$ cat config.mk
export PLATFORM = sky130hd
export DESIGN_NAME = key_conditioner
export DESIGN_NICKNAME = d
export VERILOG_FILES = /design/src/rtl/key_conditioner.sv
export SDC_FILE = /design/constraint.sdc
export NUM_CORES = 1
export LEC_CHECK = 0
export ABC_AREA = 1
export BUFFER_PORTS_ARGS = -buffer_cell sky130_fd_sc_hd__buf_2
export CAP_MARGIN = 30
export CORE_MARGIN = 2
export CORE_UTILIZATION = 52
export CTS_CLUSTER_SIZE = 10
export DETAILED_ROUTE_END_ITERATION = 12
export HOLD_SLACK_MARGIN = 0.05
export PLACE_DENSITY_LB_ADDON = 0.15
export SLEW_MARGIN = 5
export SYNTH_ARGS = -nofsm -noshare
export SYNTH_HDL_FRONTEND = slang
export SYNTH_SLANG_ARGS = --single-unit
$ cat constraint.sdc
create_clock -name clk -period 2 [get_ports clk]
set_clock_uncertainty 0.05 [all_clocks]
set_input_delay 0.4 -clock clk [delete_from_list [all_inputs] [get_ports clk]]
set_output_delay 0.4 -clock clk [all_outputs]
set_load 0.1 [all_outputs]
$ cat src/rtl/key_conditioner.sv
`default_nettype none
// ============================================================================
//  Module   : key_conditioner
//  Purpose  : Conditions active-low pushbuttons into debounced levels and
//             single-cycle press pulses, with optional per-key auto-repeat.
//             Every key channel is independent. Bit i of each vector is key i.
//  Ports    : clk            - system clock
//             rst_n          - synchronous active-low reset
//             i_key_n        - raw asynchronous keys (0 = pressed)
//             i_repeat_en    - per-key auto-repeat enable
//             o_key_level    - debounced level (1 = pressed)
//             o_press_pulse  - one-cycle pulse per press and per repeat
//  Revision : 1.0 - initial release
// ============================================================================
module key_conditioner #(
    parameter int N_KEYS          = 3,
    parameter int DEBOUNCE_CYCLES = 1_000_000,
    parameter int REPEAT_DELAY    = 25_000_000,
    parameter int REPEAT_PERIOD   = 5_000_000
) (
    input  logic              clk,
    input  logic              rst_n,
    input  logic [N_KEYS-1:0] i_key_n,
    input  logic [N_KEYS-1:0] i_repeat_en,
    output logic [N_KEYS-1:0] o_key_level,
    output logic [N_KEYS-1:0] o_press_pulse
);

    localparam int c_DCNT_W = $clog2(DEBOUNCE_CYCLES);
    localparam int c_RMAX   = (REPEAT_DELAY > REPEAT_PERIOD) ? REPEAT_DELAY : REPEAT_PERIOD;
    localparam int c_RCNT_W = $clog2(c_RMAX);

    localparam logic [c_DCNT_W-1:0] c_DCNT_TC   = c_DCNT_W'(DEBOUNCE_CYCLES - 1);
    localparam logic [c_RCNT_W-1:0] c_DELAY_TC  = c_RCNT_W'(REPEAT_DELAY - 1);
    localparam logic [c_RCNT_W-1:0] c_PERIOD_TC = c_RCNT_W'(REPEAT_PERIOD - 1);

    typedef enum logic [1:0] {
        S_IDLE   = 2'd0,
        S_DELAY  = 2'd1,
        S_REPEAT = 2'd2
    } state_t;

    for (genvar i = 0; i < N_KEYS; i++) begin : g_key
        logic [1:0]          r_sync;
        logic [c_DCNT_W-1:0] r_dcnt;
        logic                r_level;      // stable level, 1 = pressed
        logic                r_pulse;
        logic [c_RCNT_W-1:0] r_rcnt;
        state_t              r_state;

        logic                w_differ;
        logic                w_accept;
        logic                w_level_nxt;
        state_t              w_state_nxt;
        logic [c_RCNT_W-1:0] w_rcnt_nxt;
        logic                w_pulse_nxt;

        assign w_differ    = (~r_sync[1]) != r_level;
        assign w_accept    = w_differ && (r_dcnt == c_DCNT_TC);
        // The FSM looks at the level being registered this edge so that the
        // press pulse coincides with key_level rising, and so that a release
        // accepted on a repeat terminal count wins over the repeat.
        assign w_level_nxt = w_accept ? ~r_level : r_level;

        always_ff @(posedge clk) begin
            if (!rst_n) begin
                r_sync  <= 2'b11;
                r_dcnt  <= '0;
                r_level <= 1'b0;
            end else begin
                r_sync  <= {r_sync[0], i_key_n[i]};
                r_level <= w_level_nxt;
                if (!w_differ || w_accept) begin
                    r_dcnt <= '0;
                end else begin
                    r_dcnt <= r_dcnt + 1'b1;
                end
            end
        end

        always_ff @(posedge clk) begin
            if (!rst_n) begin
                r_state <= S_IDLE;
                r_rcnt  <= '0;
                r_pulse <= 1'b0;
            end else begin
                r_state <= w_state_nxt;
                r_rcnt  <= w_rcnt_nxt;
                r_pulse <= w_pulse_nxt;
            end
        end

        always_comb begin
            w_state_nxt = r_state;
            w_rcnt_nxt  = r_rcnt;
            w_pulse_nxt = 1'b0;
            case (r_state)
                S_IDLE: begin
                    if (w_level_nxt && !r_level) begin
                        w_pulse_nxt = 1'b1;
                        w_rcnt_nxt  = '0;
                        w_state_nxt = S_DELAY;
                    end
                end
                S_DELAY: begin
                    if (!w_level_nxt) begin
                        w_rcnt_nxt  = '0;
                        w_state_nxt = S_IDLE;
                    end else if (!i_repeat_en[i]) begin
                        w_rcnt_nxt  = '0;
                    end else if (r_rcnt == c_DELAY_TC) begin
                        w_pulse_nxt = 1'b1;
                        w_rcnt_nxt  = '0;
                        w_state_nxt = S_REPEAT;
                    end else begin
                        w_rcnt_nxt  = r_rcnt + 1'b1;
                    end
                end
                S_REPEAT: begin
                    if (!w_level_nxt) begin
                        w_rcnt_nxt  = '0;
                        w_state_nxt = S_IDLE;
                    end else if (!i_repeat_en[i]) begin
                        // Disabling repeat restarts the full initial delay.
                        w_rcnt_nxt  = '0;
                        w_state_nxt = S_DELAY;
                    end else if (r_rcnt == c_PERIOD_TC) begin
                        w_pulse_nxt = 1'b1;
                        w_rcnt_nxt  = '0;
                    end else begin
                        w_rcnt_nxt  = r_rcnt + 1'b1;
                    end
                end
                default: begin
                    w_rcnt_nxt  = '0;
                    w_state_nxt = S_IDLE;
                end
            endcase
        end

        assign o_key_level[i]   = r_level;
        assign o_press_pulse[i] = r_pulse;
    end

endmodule
`default_nettype wire

# After elaboration in Yosys (flattened, before gate mapping)
# Index checks and enable logic that the tools add are counted.
# op_classes
mux	72
bitwise	7
n_reduce_logical	24
add_sub_neg	6
n_eq_ne	30
# ops
cell	count
2-to-1 mux 25 bit	21
one-hot mux 25 bit (3 select lines)	3
adder 25 x 1 -> 25 bit (second input constant)	3
equality test 25 x 23 -> 1 bit (second input constant)	3
equality test 25 bit (second input constant)	3
adder 20 x 1 -> 20 bit (second input constant)	3
equality test 20 bit (second input constant)	3
2-to-1 mux 2 bit	18
inequality test 3 bit (second input constant)	9
2-to-1 mux 1 bit	24
one-hot mux 2 bit (3 select lines)	3
AND reduction 4 bit	3
one-hot mux 1 bit (3 select lines)	3
inverter 1 bit	7
equality test 2 x 1 -> 1 bit (second input constant)	3
equality test 2 bit (second input constant)	3
logical AND 1 bit	6
zero test 1 bit	6
zero test 2 bit	3
inequality test 2 bit (second input constant)	3
OR reduction 2 bit	3
logical OR 1 bit	3
inequality test 1 bit	3
# word_totals
output_inout_bits	6
register_bits	153
inputBits	8

# Longest topological paths before layout
# logic_depth
ltp_word	7
mapped_depth	14
ltp_nobuf	14

# Worst setup path after synthesis
# Ideal clock, no wire load.
# synth_timing
path_type	flip-flop to flip-flop
startpoint	register g_key[2].r_dcnt[0]
endpoint	register g_key[2].r_rcnt[11]
required_ns	1.820
setup_ns	0.130
synth_period_minus_slack_ns	1.751
setup_slack_ns	0.249
path_buffers	0
arrival_time_ns	1.571
stages_incl_launch_ff	15
path_cell_list	dfxtp_1 -> ha_1 -> nand2_2 -> nor2_4 -> nand2_2 -> nor2_4 -> nand3_1 -> nand2_1 -> nand2_4 -> nand2_4 -> inv_2 -> nand2_2 -> nor2_1 -> nor2_1 -> nor2_1
# synth_between
elab_chain_len	5
elab_cells_between_ends	8
cone_classes	eq/ne: 2; mux: 4; reduce/logical: 2
# synth_rtl
element	line_no	text
start: declaration	45	logic [c_DCNT_W-1:0] r_dcnt;
start signal: assignment	76	r_dcnt <= r_dcnt + 1'b1;
equality test 20 bit (*)	59	assign w_accept = w_differ && (r_dcnt == c_DCNT_TC);
logical AND 1 bit (*)	59	
2-to-1 mux 1 bit (*)	63	assign w_level_nxt = w_accept ? ~r_level : r_level;
2-to-1 mux 25 bit, or another cell as far along	120	if (!w_level_nxt) begin
one-hot mux 25 bit (3 select lines) or inequality test 2 bit (tied branches)	-	
end signal: assignment	88	r_rcnt <= w_rcnt_nxt;
end: declaration	48	logic [c_RCNT_W-1:0] r_rcnt;
# Mark *: on every way between the ends. The rest lies on a longest branch, timed or not.
# A chain may end at the register's enable or synchronous reset.

# Final worst setup path
# layout_timing
startpoint	register g_key[2].r_dcnt[1]
endpoint	register g_key[2].r_rcnt[11]
# Same word-level chain as after synthesis.

==> run_summary.xml <==
<?xml version="1.0" encoding="UTF-8"?>
<metrics>
  <group name="clock_network">
    <metric name="cts_sinks" unit="">153</metric>
    <metric name="clock_latency" unit="ns">0.43</metric>
    <metric name="numCtsBuffers" unit="">17</metric>
    <metric name="clk_pin_slew_worst_paths" unit="ns">0.07</metric>
    <metric name="htree_num_levels" unit="">4</metric>
    <metric name="max-clock-path-buffers" unit="">2</metric>
    <metric name="cts_tree" unit="">done</metric>
    <metric name="cts-root-buf" unit="">clkbuf_16</metric>
  </group>
  <group name="synth">
    <metric name="synth_top_area_cell" unit="">dfxtp_1</metric>
    <metric name="synthesis.area_per_instance" unit="sq um">6.69</metric>
    <metric name="yosysUniqueCellTypes" unit="">50</metric>
    <metric name="synth_top_flop_cell" unit="">dfxtp_1</metric>
    <metric name="synthArstFlopShare" unit="%">0</metric>
    <metric name="netlist_area" unit="sq mm">0.00974</metric>
    <metric name="synth_nets" unit="">1481</metric>
    <metric name="synth.top_cell.area_share" unit="%">31.5</metric>
    <metric name="synth.yosys.seq_area_share" unit="%">31.5</metric>
    <metric name="synth_enable_flop_cells" unit="">0</metric>
    <metric name="post_synth_main_area_contributors" unit="">dfxtp_1 (31%), nand2_1 (11%), nor2_1 (11%), inv_1 (6.0%), nand3_1 (5.6%)</metric>
    <metric name="yosys_register_bits" unit="">153</metric>
    <metric name="synth-warning-count" unit="">0</metric>
    <metric name="post_synth_inst_count" unit="">1455</metric>
  </group>
  <group name="die">
    <metric name="floorplan.initialDensity" unit="%">52.6</metric>
    <metric name="design.portCount" unit="">14</metric>
    <metric name="core-area" unit="sq mm">0.0185</metric>
    <metric name="die_area" unit="sq mm">0.0198</metric>
    <metric name="dieWidth" unit="microns">141</metric>
    <metric name="rows" unit="">50</metric>
    <metric name="chipHeight" unit="microns">141</metric>
  </group>
  <group name="timing">
    <metric name="final_period_minus_worst_setup_slack" unit="ns">1.95</metric>
    <metric name="unrepaired_setup_endpoints_after_global_routing" unit="">yes</metric>
    <metric name="final-setup-viol-count" unit="">0</metric>
    <metric name="timing.final.hold_violations" unit="">0</metric>
    <metric name="finalSetupTns" unit="ns">0</metric>
    <metric name="worst_pin_slew" unit="ns">0.522</metric>
    <metric name="fmaxAchievable" unit="MHz">512</metric>
    <metric name="drv_slew" unit="">0</metric>
    <metric name="worst_slack_on_hold_paths" unit="ns">0.109</metric>
    <metric name="slew-limit-headroom" unit="%">65.4</metric>
    <metric name="post-route-period-util" unit="%">97.7</metric>
  </group>
  <group name="global_routing">
    <metric name="largest_net_degree_at_the_start_of_global_routing" unit="">28</metric>
    <metric name="globalRouteTotalUtil" unit="%">23.4</metric>
    <metric name="grt_first_pass_wirelength" unit="mm">39.1</metric>
    <metric name="grt_pass1_vias" unit="">8311</metric>
    <metric name="total_congestion_overflow_after_global_routing" unit="">0</metric>
    <metric name="antenna_found_initial" unit="">0</metric>
  </group>
  <group name="layout">
    <metric name="diodes_inserted" unit="">0</metric>
    <metric name="multi_input_area" unit="sq mm">0.00615</metric>
    <metric name="fill_cells" unit="">1706</metric>
    <metric name="area_growth_from_synthesis_to_final_layout" unit="%">17.0</metric>
    <metric name="num-nets-final" unit="">1533</metric>
    <metric name="ff_latch_area" unit="sq mm">0.00308</metric>
    <metric name="drive_above_1_share" unit="%">22.3</metric>
    <metric name="final_cells" unit="">1754</metric>
  </group>
  <group name="setup_path">
    <metric name="cp.depth" unit="">13</metric>
    <metric name="worstPathCellList" unit="">ha_4 &gt; nand2_4 &gt; nor2_4 &gt; nand2_2 &gt; nor2_4 &gt; nand4_4 &gt; nand2_4 &gt; buf_8 &gt; buf_4 &gt; nand3b_1 &gt; nor2_1 &gt; nor2_1 &gt; nor2_1</metric>
    <metric name="critical_path.reg2reg.startpoint" unit="">g_key[2].r_dcnt[1]</metric>
    <metric name="crit_path_max_fanout" unit="">12</metric>
    <metric name="slowest_delay" unit="ns">0.36</metric>
    <metric name="cp.arrival" unit="ns">2.27</metric>
    <metric name="path_delay_family" unit="">simple AND/OR/NAND/NOR gates</metric>
    <metric name="timing.critical_path.slowest_stage_cell" unit="">dfxtp_2</metric>
    <metric name="worst_ep_required_time" unit="ns">2.31</metric>
    <metric name="cpMostUsedCell" unit="">nor2_1</metric>
    <metric name="start_kind" unit="">flip-flop</metric>
    <metric name="sum_of_buffers_and_inverters_on_the_critical_path" unit="">2</metric>
    <metric name="timing.rr.end" unit="">g_key[2].r_rcnt[11]</metric>
    <metric name="critical_path_class" unit="">reg -&gt; reg</metric>
    <metric name="critPathCaptureType" unit="">flip-flop</metric>
    <metric name="reg2reg_slack" unit="ns">0.05</metric>
    <metric name="r2r.worst_path.cells" unit="">13</metric>
  </group>
  <group name="status">
    <metric name="result_of_the_run" unit="">finished clean</metric>
  </group>
  <group name="hold_path">
    <metric name="worst_hold_path.num_cells" unit="">2</metric>
    <metric name="min-delay-path-class" unit="">in -&gt; reg</metric>
    <metric name="start_point_of_the_worst_hold_path" unit="">i_key_n[2]</metric>
    <metric name="min_delay_worst_endpoint" unit="">g_key[2].r_sync[0]</metric>
  </group>
  <group name="placement">
    <metric name="post-dp-hpwl" unit="mm">15.8</metric>
    <metric name="place.detailed.instances" unit="">1702</metric>
    <metric name="globalplace.congestion" unit="">0.933</metric>
    <metric name="port_buffers" unit="">13</metric>
  </group>
  <group name="routing">
    <metric name="detail_route.iter0.violations" unit="">568</metric>
    <metric name="remaining_design_rule_violation_count" unit="">0</metric>
    <metric name="vias" unit="">9245</metric>
    <metric name="avgRoutedWirePerCell" unit="microns">13.4</metric>
    <metric name="dr.pass1.iters" unit="">6</metric>
    <metric name="final_antenna_net_count" unit="">0</metric>
    <metric name="totalWireLength" unit="mm">23.6</metric>
    <metric name="vias_per_cell" unit="">5.27</metric>
  </group>
  <group name="power">
    <metric name="vdd_ir_drop_max" unit="mV">0.576</metric>
    <metric name="static-leakage-power" unit="nW">4.11</metric>
    <metric name="power.density_cell_area" unit="mW/mm^2">725</metric>
  </group>
  <group name="job">
    <metric name="cap_viol_max_count" unit="">0</metric>
  </group>
</metrics>
## flip-flops by register name, indices dropped and copies added, names as in the netlist
register / flops
g_key.r_pulse: 3
g_key.r_sync: 6
g_key.r_dcnt: 60
g_key.r_rcnt: 75
g_key.r_level: 3
g_key.r_state: 6
## worst max-delay path by stage
stage                             from                   to  slack (ns)
finish              g_key[2].r_dcnt[1]  g_key[2].r_rcnt[11]        0.05
global route        g_key[2].r_dcnt[1]  g_key[2].r_rcnt[11]       -0.12
CTS                 g_key[1].r_dcnt[0]  g_key[1].r_rcnt[18]       0.001
detailed placement  g_key[1].r_dcnt[0]  g_key[1].r_rcnt[24]       -0.03
global placement    g_key[1].r_dcnt[0]  g_key[1].r_rcnt[24]        0.06
floorplan           g_key[2].r_dcnt[0]  g_key[2].r_rcnt[11]        0.25
## area by class of cell
type,instances,area share (%)
multi-input cells,1095,54.0
flip-flops and latches,153,27.1
inverters,169,5.89
repair buffers,70,5.11
clock buffers,18,3.85
well taps,234,2.57
clock inverters,14,1.42
repair inverters,1,0.0769
## metrics by stage
| step | util (%) | setup WS, ns | total power, mW | area (sq um) |
|---|---|---|---|---|
| 3_5_place_dp | 55.0 | -0.0259 | 4.76 | 10200 |
| 3_3_place_gp | 55.0 | 0.0623 | 4.75 | 10200 |
| 4_1_cts | 58.5 | 0.00135 | 8.14 | 10800 |
| 5_1_grt | 61.5 | -0.120 | 8.63 | 11400 |
| 6_report | 61.5 | 0.0450 | 8.26 | 11400 |
| 2_1_floorplan | - | 0.249 | 4.39 | 9740 |
## cells in the mapped netlist (11+ instances only)
cell type,n
nor2_1,273
nand2_1,284
clkbuf_1,12
a21oi_2,40
nand4_1,36
nand2_2,32
nor3_1,35
nand3_2,22
xnor2_1,14
o21ai_0,32
dfxtp_1,153
buf_2,11
or2_2,12
ha_1,18
nand3_1,108
inv_1,155
nor2_2,18
xor2_1,29
a21oi_1,68
## routing by layer
| layer | global-route usage (%) | routed length [microns] | share of wire [%] | vias to the layer above |
|---|---|---|---|---|
| met1 | 33.2 | 11700 | 50 | 4284 |
| met4 | 5.47 | 252 | 1.1 | 0 |
| met5 | 0 | 0 | 0 | - |
| met2 | 37.3 | 10700 | 45 | 168 |
| met3 | 3.91 | 943 | 4.0 | 24 |
| li1 | - | - | - | 4769 |
## cells in the final DEF (no fill, tap or decap), types with 12 or more instances in the layout
| cell type | instances |
|---|---|
| nand4_1 | 36 |
| buf_2 | 13 |
| nand3_2 | 26 |
| a21oi_1 | 61 |
| nand2_2 | 40 |
| ha_1 | 12 |
| nor2_4 | 16 |
| nand3_1 | 102 |
| nor2_2 | 27 |
| nor2_1 | 257 |
| o21ai_0 | 31 |
| a21oi_2 | 47 |
| xnor2_1 | 14 |
| xor2_1 | 29 |
| clkbuf_16 | 17 |
| nand2_1 | 270 |
| buf_4 | 46 |
| nor3_1 | 35 |
| or2_2 | 12 |
| inv_1 | 154 |
| dfxtp_1 | 140 |
## repair_timing
action | in CTS | in global routing
hold endpoints to repair | 0 | 0
buffers inserted | 2 | 12
pin swaps | 2 | 33
gates cloned | 0 | 6
resized for setup | 3 | 108
hold buffers | 0 | 0
endpoints found under the setup margin | 26 | 95
## cells by family (layout without fill, tap and decap cells)
family	Yosys count	count (layout)	synth area share [%]
AND/OR/NAND/NOR	869	874	42.5
AO/OA/AOI/OAI	159	159	10.3
flip-flops	153	153	31.5
adder cells (fa/ha/maj)	18	18	2.31
buffers and inverters	212	272	9.50
multiplexers	1	1	0.116
XOR/XNOR	43	43	3.87
## power breakdown
part           leakage (nW)  switching [mW]  internal, mW
Sequential             1.24          0.0351          3.09
Clock                 0.290            1.42          1.90
Combinational          2.58            1.25         0.566
Total                  4.11            2.70          5.56
Note: power is estimated with default switching activity, not from simulation.
